$ cat config.mk
export PLATFORM = sky130hd
export DESIGN_NAME = obstacle_scheduler
export DESIGN_NICKNAME = d
export VERILOG_FILES = /design/src/rtl/dino_pkg.sv /design/src/rtl/dino_lfsr16.sv /design/src/rtl/obstacle_scheduler.sv
export SDC_FILE = /design/constraint.sdc
export NUM_CORES = 1
export LEC_CHECK = 0
export ABC_AREA = 0
export BUFFER_PORTS_ARGS = -buffer_cell sky130_fd_sc_hd__buf_2
export CAP_MARGIN = 5
export CORE_MARGIN = 1
export CORE_UTILIZATION = 40
export CTS_BUF_LIST = sky130_fd_sc_hd__clkbuf_4 sky130_fd_sc_hd__clkbuf_8
export DETAILED_ROUTE_END_ITERATION = 12
export PLACE_DENSITY = 0.57
export SLEW_MARGIN = 5
export SYNTH_ARGS = -nofsm -noshare
export SYNTH_HDL_FRONTEND = slang
export SYNTH_SLANG_ARGS = --single-unit
$ cat constraint.sdc
create_clock -name clk -period 5.6 [get_ports clk]
set_clock_uncertainty 0.05 [all_clocks]
set_input_delay 0.28 -clock clk [delete_from_list [all_inputs] [get_ports clk]]
set_output_delay 0.28 -clock clk [all_outputs]
set_load 0.05 [all_outputs]
$ cat src/rtl/dino_pkg.sv
// Shared types and constants for the dino game blocks.
// Also provides the Galois LFSR step shared by every randomised block.
package dino_pkg;

    localparam int unsigned DINO_POS_W        = 10;
    localparam int unsigned SPEED_W           = 4;
    localparam logic [15:0] LFSR_TAPS         = 16'hB400;
    localparam logic [15:0] LFSR_DEFAULT_SEED = 16'hACE1;

    typedef enum logic [1:0] {
        CACTUS_SMALL = 2'd0,
        CACTUS_LARGE = 2'd1,
        BIRD_LOW     = 2'd2,
        BIRD_HIGH    = 2'd3
    } obst_type_t;

    // Right-shifting Galois form: a nonzero state never maps to zero.
    function automatic logic [15:0] lfsr_next(input logic [15:0] cur);
        return cur[0] ? ((cur >> 1) ^ LFSR_TAPS) : (cur >> 1);
    endfunction

endpackage

$ cat src/rtl/dino_lfsr16.sv
// Free-running 16-bit Galois LFSR with a reset seed; a zero seed is replaced by
// the default seed so the register can never lock up.
module dino_lfsr16
    import dino_pkg::*;
(
    input  logic        clk,
    input  logic        rst_n,
    input  logic [15:0] seed,
    output logic [15:0] q
);

    logic [15:0] lfsr_q;

    // NOTE: sequential state is written only with non-blocking assignments.
    always_ff @(posedge clk) begin
        if (!rst_n) begin
            lfsr_q <= (seed == 16'd0) ? LFSR_DEFAULT_SEED : seed;
        end else begin
            lfsr_q <= lfsr_next(lfsr_q);
        end
    end

    assign q = lfsr_q;

endmodule

$ cat src/rtl/obstacle_scheduler.sv
// Owns the two obstacle slots: spawns at GEN_LINE, scrolls one step per frame, retires off-screen.
// Build option: define DINO_SPEED_RAMP_EN to raise the scroll speed every RAMP_INTERVAL spawns.
module obstacle_scheduler
    import dino_pkg::*;
#(
    parameter int unsigned POS_W         = DINO_POS_W,
    parameter int unsigned GEN_LINE      = 250,
    parameter int unsigned MIN_GAP       = 40,
    parameter int unsigned BASE_SPEED    = 2,
    parameter int unsigned MAX_SPEED     = 6,
    parameter int unsigned RAMP_INTERVAL = 8,
    parameter logic [15:0] LFSR_SEED     = LFSR_DEFAULT_SEED
) (
    input  logic               clk,
    input  logic               rst_n,
    input  logic               frame_tick,
    input  logic               game_run,
    input  logic               restart,
    output logic [POS_W-1:0]   obstacle1_pos,
    output logic [POS_W-1:0]   obstacle2_pos,
    output logic [1:0]         obstacle1_type,
    output logic [1:0]         obstacle2_type,
    output logic               obstacle1_valid,
    output logic               obstacle2_valid,
    output logic [SPEED_W-1:0] speed,
    output logic               spawn_pulse
);

    localparam int unsigned NSLOT = 2;
    localparam int unsigned GAP_W = $clog2(MIN_GAP + 64);

    logic [15:0]                  lfsr;
    logic                         tick;
    logic                         spawn_en;
    logic [NSLOT-1:0]             spawn_slot;
    logic [NSLOT-1:0]             slot_valid;
    logic [NSLOT-1:0][POS_W-1:0]  slot_pos;
    obst_type_t [NSLOT-1:0]       slot_type;
    logic [GAP_W-1:0]             gap_q, gap_d;
    logic                         spawn_pulse_q;
    logic [SPEED_W-1:0]           cur_speed;
    logic                         unused_lfsr;

    dino_lfsr16 u_lfsr (
        .clk   (clk),
        .rst_n (rst_n),
        .seed  (LFSR_SEED),
        .q     (lfsr)
    );

    assign unused_lfsr = ^lfsr[15:8];

    // A restart pulse swallows a coincident frame tick entirely.
    assign tick = frame_tick && game_run && !restart;

    // Occupancy is sampled at tick start, so a slot retiring this tick is not yet free.
    always_comb begin
        // NOTE: every combinational output is defaulted first so no latch is inferred.
        spawn_slot = '0;
        spawn_en   = tick && (gap_q == '0) && !(&slot_valid);
        if (spawn_en) begin
            if (!slot_valid[0]) spawn_slot[0] = 1'b1;
            else                spawn_slot[1] = 1'b1;
        end
    end

    for (genvar i = 0; i < NSLOT; i++) begin : g_slot
        logic [POS_W-1:0] pos_q, pos_d;
        logic             valid_q, valid_d;
        obst_type_t       type_q, type_d;

        always_comb begin
            pos_d   = pos_q;
            valid_d = valid_q;
            type_d  = type_q;
            if (spawn_slot[i]) begin
                valid_d = 1'b1;
                pos_d   = POS_W'(GEN_LINE);
                type_d  = obst_type_t'(lfsr[1:0]);
            end else if (tick && valid_q) begin
                if (pos_q <= POS_W'(cur_speed)) begin
                    valid_d = 1'b0;
                    pos_d   = '0;
                end else begin
                    pos_d = pos_q - POS_W'(cur_speed);
                end
            end
        end

        // NOTE: reset is synchronous; restart clears the same state as reset.
        always_ff @(posedge clk) begin
            if (!rst_n || restart) begin
                pos_q   <= '0;
                valid_q <= 1'b0;
                type_q  <= CACTUS_SMALL;
            end else begin
                pos_q   <= pos_d;
                valid_q <= valid_d;
                type_q  <= type_d;
            end
        end

        assign slot_valid[i] = valid_q;
        assign slot_pos[i]   = pos_q;
        assign slot_type[i]  = type_q;
    end

    // Gap holds at zero while both slots are busy; reload draws from the same LFSR sample as type.
    always_comb begin
        gap_d = gap_q;
        if (spawn_en) begin
            gap_d = GAP_W'(MIN_GAP) + GAP_W'(lfsr[7:2]);
        end else if (tick && (gap_q != '0)) begin
            gap_d = gap_q - GAP_W'(1);
        end
    end

    always_ff @(posedge clk) begin
        if (!rst_n || restart) begin
            gap_q         <= GAP_W'(MIN_GAP);
            spawn_pulse_q <= 1'b0;
        end else begin
            gap_q         <= gap_d;
            spawn_pulse_q <= spawn_en;
        end
    end

`ifdef DINO_SPEED_RAMP_EN
    localparam int unsigned RAMP_W = $clog2(RAMP_INTERVAL + 1);

    logic [RAMP_W-1:0]  ramp_cnt_q;
    logic [SPEED_W-1:0] speed_q;

    always_ff @(posedge clk) begin
        if (!rst_n || restart) begin
            ramp_cnt_q <= '0;
            speed_q    <= SPEED_W'(BASE_SPEED);
        end else if (spawn_en) begin
            if (ramp_cnt_q == RAMP_W'(RAMP_INTERVAL - 1)) begin
                ramp_cnt_q <= '0;
                if (speed_q < SPEED_W'(MAX_SPEED)) speed_q <= speed_q + SPEED_W'(1);
            end else begin
                ramp_cnt_q <= ramp_cnt_q + RAMP_W'(1);
            end
        end
    end

    assign cur_speed = speed_q;
`else
    logic unused_ramp_cfg;
    assign unused_ramp_cfg = ^{MAX_SPEED, RAMP_INTERVAL};
    assign cur_speed       = SPEED_W'(BASE_SPEED);
`endif

    assign obstacle1_pos   = slot_pos[0];
    assign obstacle2_pos   = slot_pos[1];
    assign obstacle1_type  = slot_type[0];
    assign obstacle2_type  = slot_type[1];
    assign obstacle1_valid = slot_valid[0];
    assign obstacle2_valid = slot_valid[1];
    assign speed           = cur_speed;
    assign spawn_pulse     = spawn_pulse_q;

endmodule

==> impl_metrics.json, run 1 <==
{
  "cts_hold_buf": 0,
  "slew_violations": 0,
  "startpoint": "gap_q[0]$_SDFFE_PP0P_",
  "hp-start": "rst_n",
  "wl_mm": 4.90,
  "final_cells": 349,
  "p_clk_share_pct": 34.0,
  "grt_pass1_wl_mm": 8.51,
  "start_util_pct": 42.7,
  "core.rowCount": 26,
  "static-leakage-power_nw": 1.00,
  "start_kind": "flop",
  "die_y_um": 77.0,
  "drc_errors": 0,
  "ys_types": 48,
  "crit_fanout": 7,
  "intPower_uw": 471,
  "hold_path_class": "in2reg",
  "fmax_mhz": 475,
  "worst_pin_slew_ns": 0.876,
  "p_sw_uw": 139,
  "synth_warnings": 0,
  "track_usage_pct": 18.2,
  "hpwl_mm": 3.44,
  "drv_cap": 0,
  "synth_edf_count": 0,
  "hold_path_depth": 2,
  "rsz0062_at_grt": "no",
  "yosys-top-cells-area": "dfxtp_1 44%, nand2_1 3.8%, nor3_1 3.1%, xnor2_1 3.1%, nor2_1 2.8%",
  "grt_pass1_vias": 1722,
  "seq_area_um2": 1000,
  "status": "completed",
  "synthFlopType": "dfxtp_1",
  "async_flop_share_pct": 0,
  "cts_made_buffers": 5,
  "syn_avg_cell_area_um2": 8.87,
  "ys_seq_area_share_pct": 44.4,
  "slowest_delay_ns": 0.40,
  "min_period_ns": 2.11,
  "post_drt_wl_per_cell_um": 14.0,
  "crit_chain": "inv_1 -> ha_1 -> nor4b_4 -> and2_0 -> nand3_1 -> mux2i_1 -> nor2_1",
  "pre_cts_slack_ns": 3.51,
  "ys_ff_latch": 50,
  "fill_cells": 552,
  "htreeDepth": 2,
  "root_buffer": "clkbuf_8",
  "crit_path_top_delay_cell": "and2_0",
  "cts_tree": "built",
  "finalPower_uw": 610,
  "first_pass_iters": 4,
  "utilization_pct": 47.7,
  "fin_tns_setup_ns": 0,
  "r2r-start": "gap_q[0]$_SDFFE_PP0P_",
  "viasPerCell": 5.30,
  "max-slew-margin-rel_pct": 41.5,
  "clk_path_buf_depth": 2,
  "die_w_um": 77.0,
  "regToRegSetupSlack_ns": 3.49,
  "rr_endpoint": "obstacle1_type[1]$_SDFFE_PP0P_",
  "dr.first_iter.drc_count": 116,
  "synth_area_leader_cell": "dfxtp_1",
  "setup_viol": 0,
  "dieArea_um2": 5930,
  "cts_setup_buffers": 0,
  "final_antenna_net_count": 0,
  "drive_above_1_share_pct": 17.6,
  "clk_pin_slew_ns": 0.08,
  "clock_latency_ns": 0.30,
  "pin_count": 36,
  "cts_resized": 0,
  "vias": 1849,
  "multi_input_area_um2": 1160,
  "setup_slack_ns": 3.49,
  "combPwrFrac_pct": 5.5,
  "worstPathRequired_ns": 5.71,
  "netlist_area_um2": 2250,
  "path_class": "reg2reg",
  "p_seq_share_pct": 60.5,
  "antenna_found_initial": 0,
  "peakVddDrop_mv": 0.127,
  "power_density_nw_per_um2": 243,
  "crit_path_end_kind": "flop",
  "timing.final.crit_share_pct": 37.6,
  "cp.arrival_ns": 2.22,
  "n_antenna_cell": 0,
  "sw_frac_of_total_pct": 22.7,
  "port_buffers": 31,
  "core_area_um2": 5270,
  "synthCells": 254,
  "yosysTopAreaCellShare_pct": 44.4,
  "reg2regPathDepth": 7,
  "dpl.cell_count": 342,
  "overflow": 0,
  "synthToLayoutAreaGrowth_pct": 11.6,
  "cts_sinks": 50,
  "min_to": "u_lfsr.q[13]$_SDFF_PN1_",
  "finalNetCount": 289,
  "gp_congestion": 0.838,
  "grt_max_degree": 20,
  "hold_viol": 0
}
-- logic make-up after synthesis --
family / count (synthesis) / synth area share, %
buffers and inverters: 23 / 4.56
DFF: 50 / 44.4
xor gates and xnor gates: 15 / 5.83
and+or+nand+nor: 113 / 28.6
other: 2 / 0.333
AOI/OAI and AO/OA: 42 / 11.4
adders and majority gates: 5 / 2.78
muxes: 4 / 2.00
-- Yosys cell counts (2+ instances only) --
master / instances
o31ai_1: 2
nand4b_1: 2
o211ai_1: 2
nand3_1: 9
nor2_1: 17
o22ai_1: 2
conb_1: 2
or4_1: 2
or2_2: 2
clkbuf_1: 10
xnor2_1: 8
buf_4: 4
a22oi_1: 2
ha_1: 5
dfxtp_1: 50
nand2_1: 23
a21oi_1: 12
and2_1: 9
nor4_1: 4
nand3b_1: 3
nor3b_1: 3
nor3_1: 14
mux2i_1: 3
xor2_1: 7
nand4_1: 7
nand2b_1: 7
o21ai_0: 12
inv_1: 8
a31oi_1: 4
-- cells in the final DEF, fill, tap and decap left out, types with 5 or more instances in the layout --
| master | instances |
|---|---|
| nor3_1 | 14 |
| nor2_1 | 17 |
| buf_2 | 31 |
| clkbuf_8 | 5 |
| nand4_1 | 7 |
| and2_1 | 9 |
| inv_1 | 8 |
| nand3_1 | 9 |
| xor2_1 | 7 |
| o21ai_0 | 12 |
| nand2_1 | 23 |
| a21oi_1 | 12 |
| dfxtp_1 | 50 |
| nand2b_1 | 7 |
| xnor2_1 | 8 |
| ha_1 | 5 |
-- per-stage QoR --
step                hold WS, ns  area, µm²
floorplan                 0.303       2260
global placement          0.338       2430
detailed placement        0.347       2430
CTS                       0.230       2510
global route              0.273       2510
finish                    0.239       2510
-- state kept, by name (all words and copies together) (netlist names) --
register	cells
gap_q	7
obstacle1_pos	10
obstacle1_type	2
obstacle1_valid	1
obstacle2_pos	10
obstacle2_type	2
obstacle2_valid	1
spawn_pulse	1
u_lfsr.q	16
-- metal layers --
layer	up-vias	wire (µm)	track usage (%)
met5	-	0	0
met4	0	93	7.36
met3	9	204	4.40
met2	35	2070	26.9
met1	870	2520	25.2
li1	935	-	-
-- critical path: cells and delay by family, from the launching register on --
| family | cells | cell delay [ns] |
|---|---|---|
| adder cells (fa/ha/maj) | 1 | 0.17 |
| buffers and inverters | 1 | 0.10 |
| flip-flops | 1 | 0.35 |
| multiplexers | 1 | 0.22 |
| AND/OR/NAND/NOR | 4 | 1.08 |
-- final cells by class --
cell class | instances | area share (%)
clock buffer | 7 | 3.33
tap | 70 | 3.48
sequential | 50 | 39.8
multi-input combinational | 183 | 46.0
timing repair buffer | 31 | 6.17
inverter | 8 | 1.19
-- worst max path at each step --
stage / to / slack [ns]
floorplan: obstacle1_pos[2]$_SDFFE_PP0P_ / 3.57
global placement: obstacle1_type[1]$_SDFFE_PP0P_ / 3.53
detailed placement: obstacle1_type[0]$_SDFFE_PP0P_ / 3.51
CTS: obstacle1_type[1]$_SDFFE_PP0P_ / 3.50
global route: obstacle2_type[1]$_SDFFE_PP0P_ / 3.31
finish: obstacle1_type[1]$_SDFFE_PP0P_ / 3.49
-- power by group through the flow --
stage	clock network, mW	logic (mW)	registers, mW
final	0.207	0.0338	0.369
after global routing	0.233	0.0381	0.370
after CTS	0.217	0.0338	0.369
after detailed placement	0	0.0337	0.377
after global placement	0	0.0334	0.378
after floorplan	0	0.0297	0.375
Power figures use the tool's default switching activity.
==> run 2: changes to the inputs <==
Clock period 5.6 ns to 2 ns, I/O delays scaled along.
==> run 2 against run 1 <==
  * Clock-buffer cell count decreased by 2
  * Largest cell class unchanged
  * Utilization increased by 3.0 points
  * Largest power group unchanged
  * Sequential power increased to 2.8 times the previous value
==> impl_metrics.json, run 2 (synthesis results as in run 1) <==
{
  "status": "completed",
  "power_density_nw_per_um2": 690,
  "grt_pass1_vias": 1806,
  "hold_viol": 0,
  "vias": 1881,
  "start_util_pct": 42.7,
  "gp_congestion": 0.867,
  "wl_mm": 5.03,
  "fin_tns_setup_ns": 0,
  "htreeDepth": 2,
  "cts_setup_buffers": 0,
  "port_buffers": 31,
  "cts_made_buffers": 5,
  "core_area_um2": 5270,
  "final_antenna_net_count": 0,
  "track_usage_pct": 18.5,
  "crit_family": "simple AND/OR/NAND/NOR gates",
  "final_common_cell": "dfxtp_1",
  "r2r-start": "obstacle1_pos[8]$_SDFFE_PP0P_",
  "n_antenna_cell": 0,
  "crit_path_top_delay_cell": "or4b_4",
  "clk_pin_slew_ns": 0.09,
  "largest_reg_flops": 16,
  "static-leakage-power_nw": 1.10,
  "die_y_um": 77.0,
  "cts_sinks": 50,
  "dieArea_um2": 5930,
  "grt_pass1_wl_mm": 8.67,
  "drive_above_1_share_pct": 24.0,
  "pre_cts_slack_ns": 0.0351,
  "drv_cap": 0,
  "die_w_um": 77.0,
  "hpwl_mm": 3.79,
  "cp.arrival_ns": 1.97,
  "reg2regPathDepth": 5,
  "crit_fanout": 4,
  "core.rowCount": 26,
  "min_period_ns": 1.83,
  "timing.final.crit_share_pct": 91.6,
  "fill_cells": 527,
  "crit_chain": "a211o_2 -> or4b_4 -> mux2_4 -> nor2_4 -> nor3_1",
  "rsz0062_at_grt": "no",
  "min_to": "u_lfsr.q[10]$_SDFF_PN1_",
  "rr_endpoint": "obstacle1_pos[9]$_SDFFE_PP0P_",
  "pin_count": 36,
  "first_pass_iters": 5,
  "final_cell_mix": "46 x dfxtp_1, 31 x buf_2, 23 x nand2_1",
  "worstPathRequired_ns": 2.14,
  "cts_tree": "built",
  "fmax_mhz": 546,
  "antenna_found_initial": 0,
  "start_kind": "flop",
  "startpoint": "obstacle1_pos[8]$_SDFFE_PP0P_",
  "path_class": "reg2reg",
  "synthToLayoutAreaGrowth_pct": 18.6,
  "drc_errors": 0,
  "cp_num_buf_inv": 0,
  "hold_path_depth": 2,
  "grt_max_degree": 19,
  "peakVddDrop_mv": 0.378,
  "clk_path_buf_depth": 2,
  "dr.first_iter.drc_count": 85,
  "multi_input_area_um2": 1160,
  "viasPerCell": 5.14,
  "crit_path_end_kind": "flop",
  "hold_path_class": "in2reg",
  "regToRegSetupSlack_ns": 0.17,
  "overflow": 0,
  "setup_slack_ns": 0.169,
  "setup_viol": 0,
  "finalNetCount": 305,
  "hp-start": "rst_n",
  "seq_area_um2": 1010,
  "slew_violations": 0,
  "slowest_delay_ns": 0.53,
  "post_drt_wl_per_cell_um": 13.7,
  "root_buffer": "clkbuf_8",
  "clock_latency_ns": 0.30
}
## run 2: cell count changes in the layout (fill, tap and decap cells not counted), sizes merged
cell,previous run,this run
buf,31,47
bufinv,0,1
clkinv,0,2
clkbuf,7,5
## run 2: worst register-to-register path, cell delays in order, from the launching register on
cell and delay, ns:
dfxtp_1 0.35, a211o_2 0.33, or4b_4 0.53, mux2_4 0.29, nor2_4 0.12, nor3_1 0.06
## run 2: through the flow
| stage | hold WS [ns] | cells | utilization [%] | area [µm²] | total power, mW |
|---|---|---|---|---|---|
| floorplan | 0.123 | 256 | - | 2260 | 1.13 |
| global placement | 0.338 | 358 | 48.5 | 2550 | 1.16 |
| detailed placement | 0.345 | 358 | 48.5 | 2550 | 1.16 |
| CTS | 0.0557 | 366 | 50.5 | 2660 | 1.87 |
| global route | 0.0521 | 366 | 50.7 | 2670 | 1.92 |
| finish | 0.0512 | 366 | 50.7 | 2670 | 1.84 |
## run 2: layout make-up
class                           instances  share of cell area, %
Multi-Input combinational cell        183                   43.5
Sequential cell                        50                   37.7
Timing Repair Buffer                   47                   10.3
Tap cell                               70                   3.28
Clock buffer                            5                   2.58
Clock inverter                          3                   1.50
Inverter                                8                   1.12
## run 2: how the worst max path moves through the flow
stage               cells after the start                            end
detailed placement                      5  obstacle2_pos[3]$_SDFFE_PP0P_
global route                            6  obstacle2_pos[3]$_SDFFE_PP0P_
finish                                  5  obstacle1_pos[9]$_SDFFE_PP0P_
floorplan                               5  obstacle1_pos[2]$_SDFFE_PP0P_
global placement                        5  obstacle2_pos[4]$_SDFFE_PP0P_
CTS                                     5  obstacle2_pos[3]$_SDFFE_PP0P_
## run 2: where the power goes
group          total, mW  internal [mW]  leakage (nW)  switching (mW)
clock              0.706          0.369        0.0579           0.337
sequential          1.03           1.02         0.409          0.0145
combinational      0.102         0.0386         0.633          0.0639
total               1.84           1.43          1.10           0.416
## run 2: per-layer routing
| layer | wire length (µm) | up-vias | global-route usage, % |
|---|---|---|---|
| met5 | 0 | - | 0 |
| met4 | 35 | 0 | 7.36 |
| met3 | 263 | 4 | 3.57 |
| met2 | 2290 | 40 | 30.3 |
| met1 | 2440 | 877 | 24.0 |
| li1 | - | 960 | - |
## run 2: what timing repair did
item,4_1_cts,5_1_grt
gates resized for setup,0,2
hold buffers,0,0
setup endpoints to repair,0,8
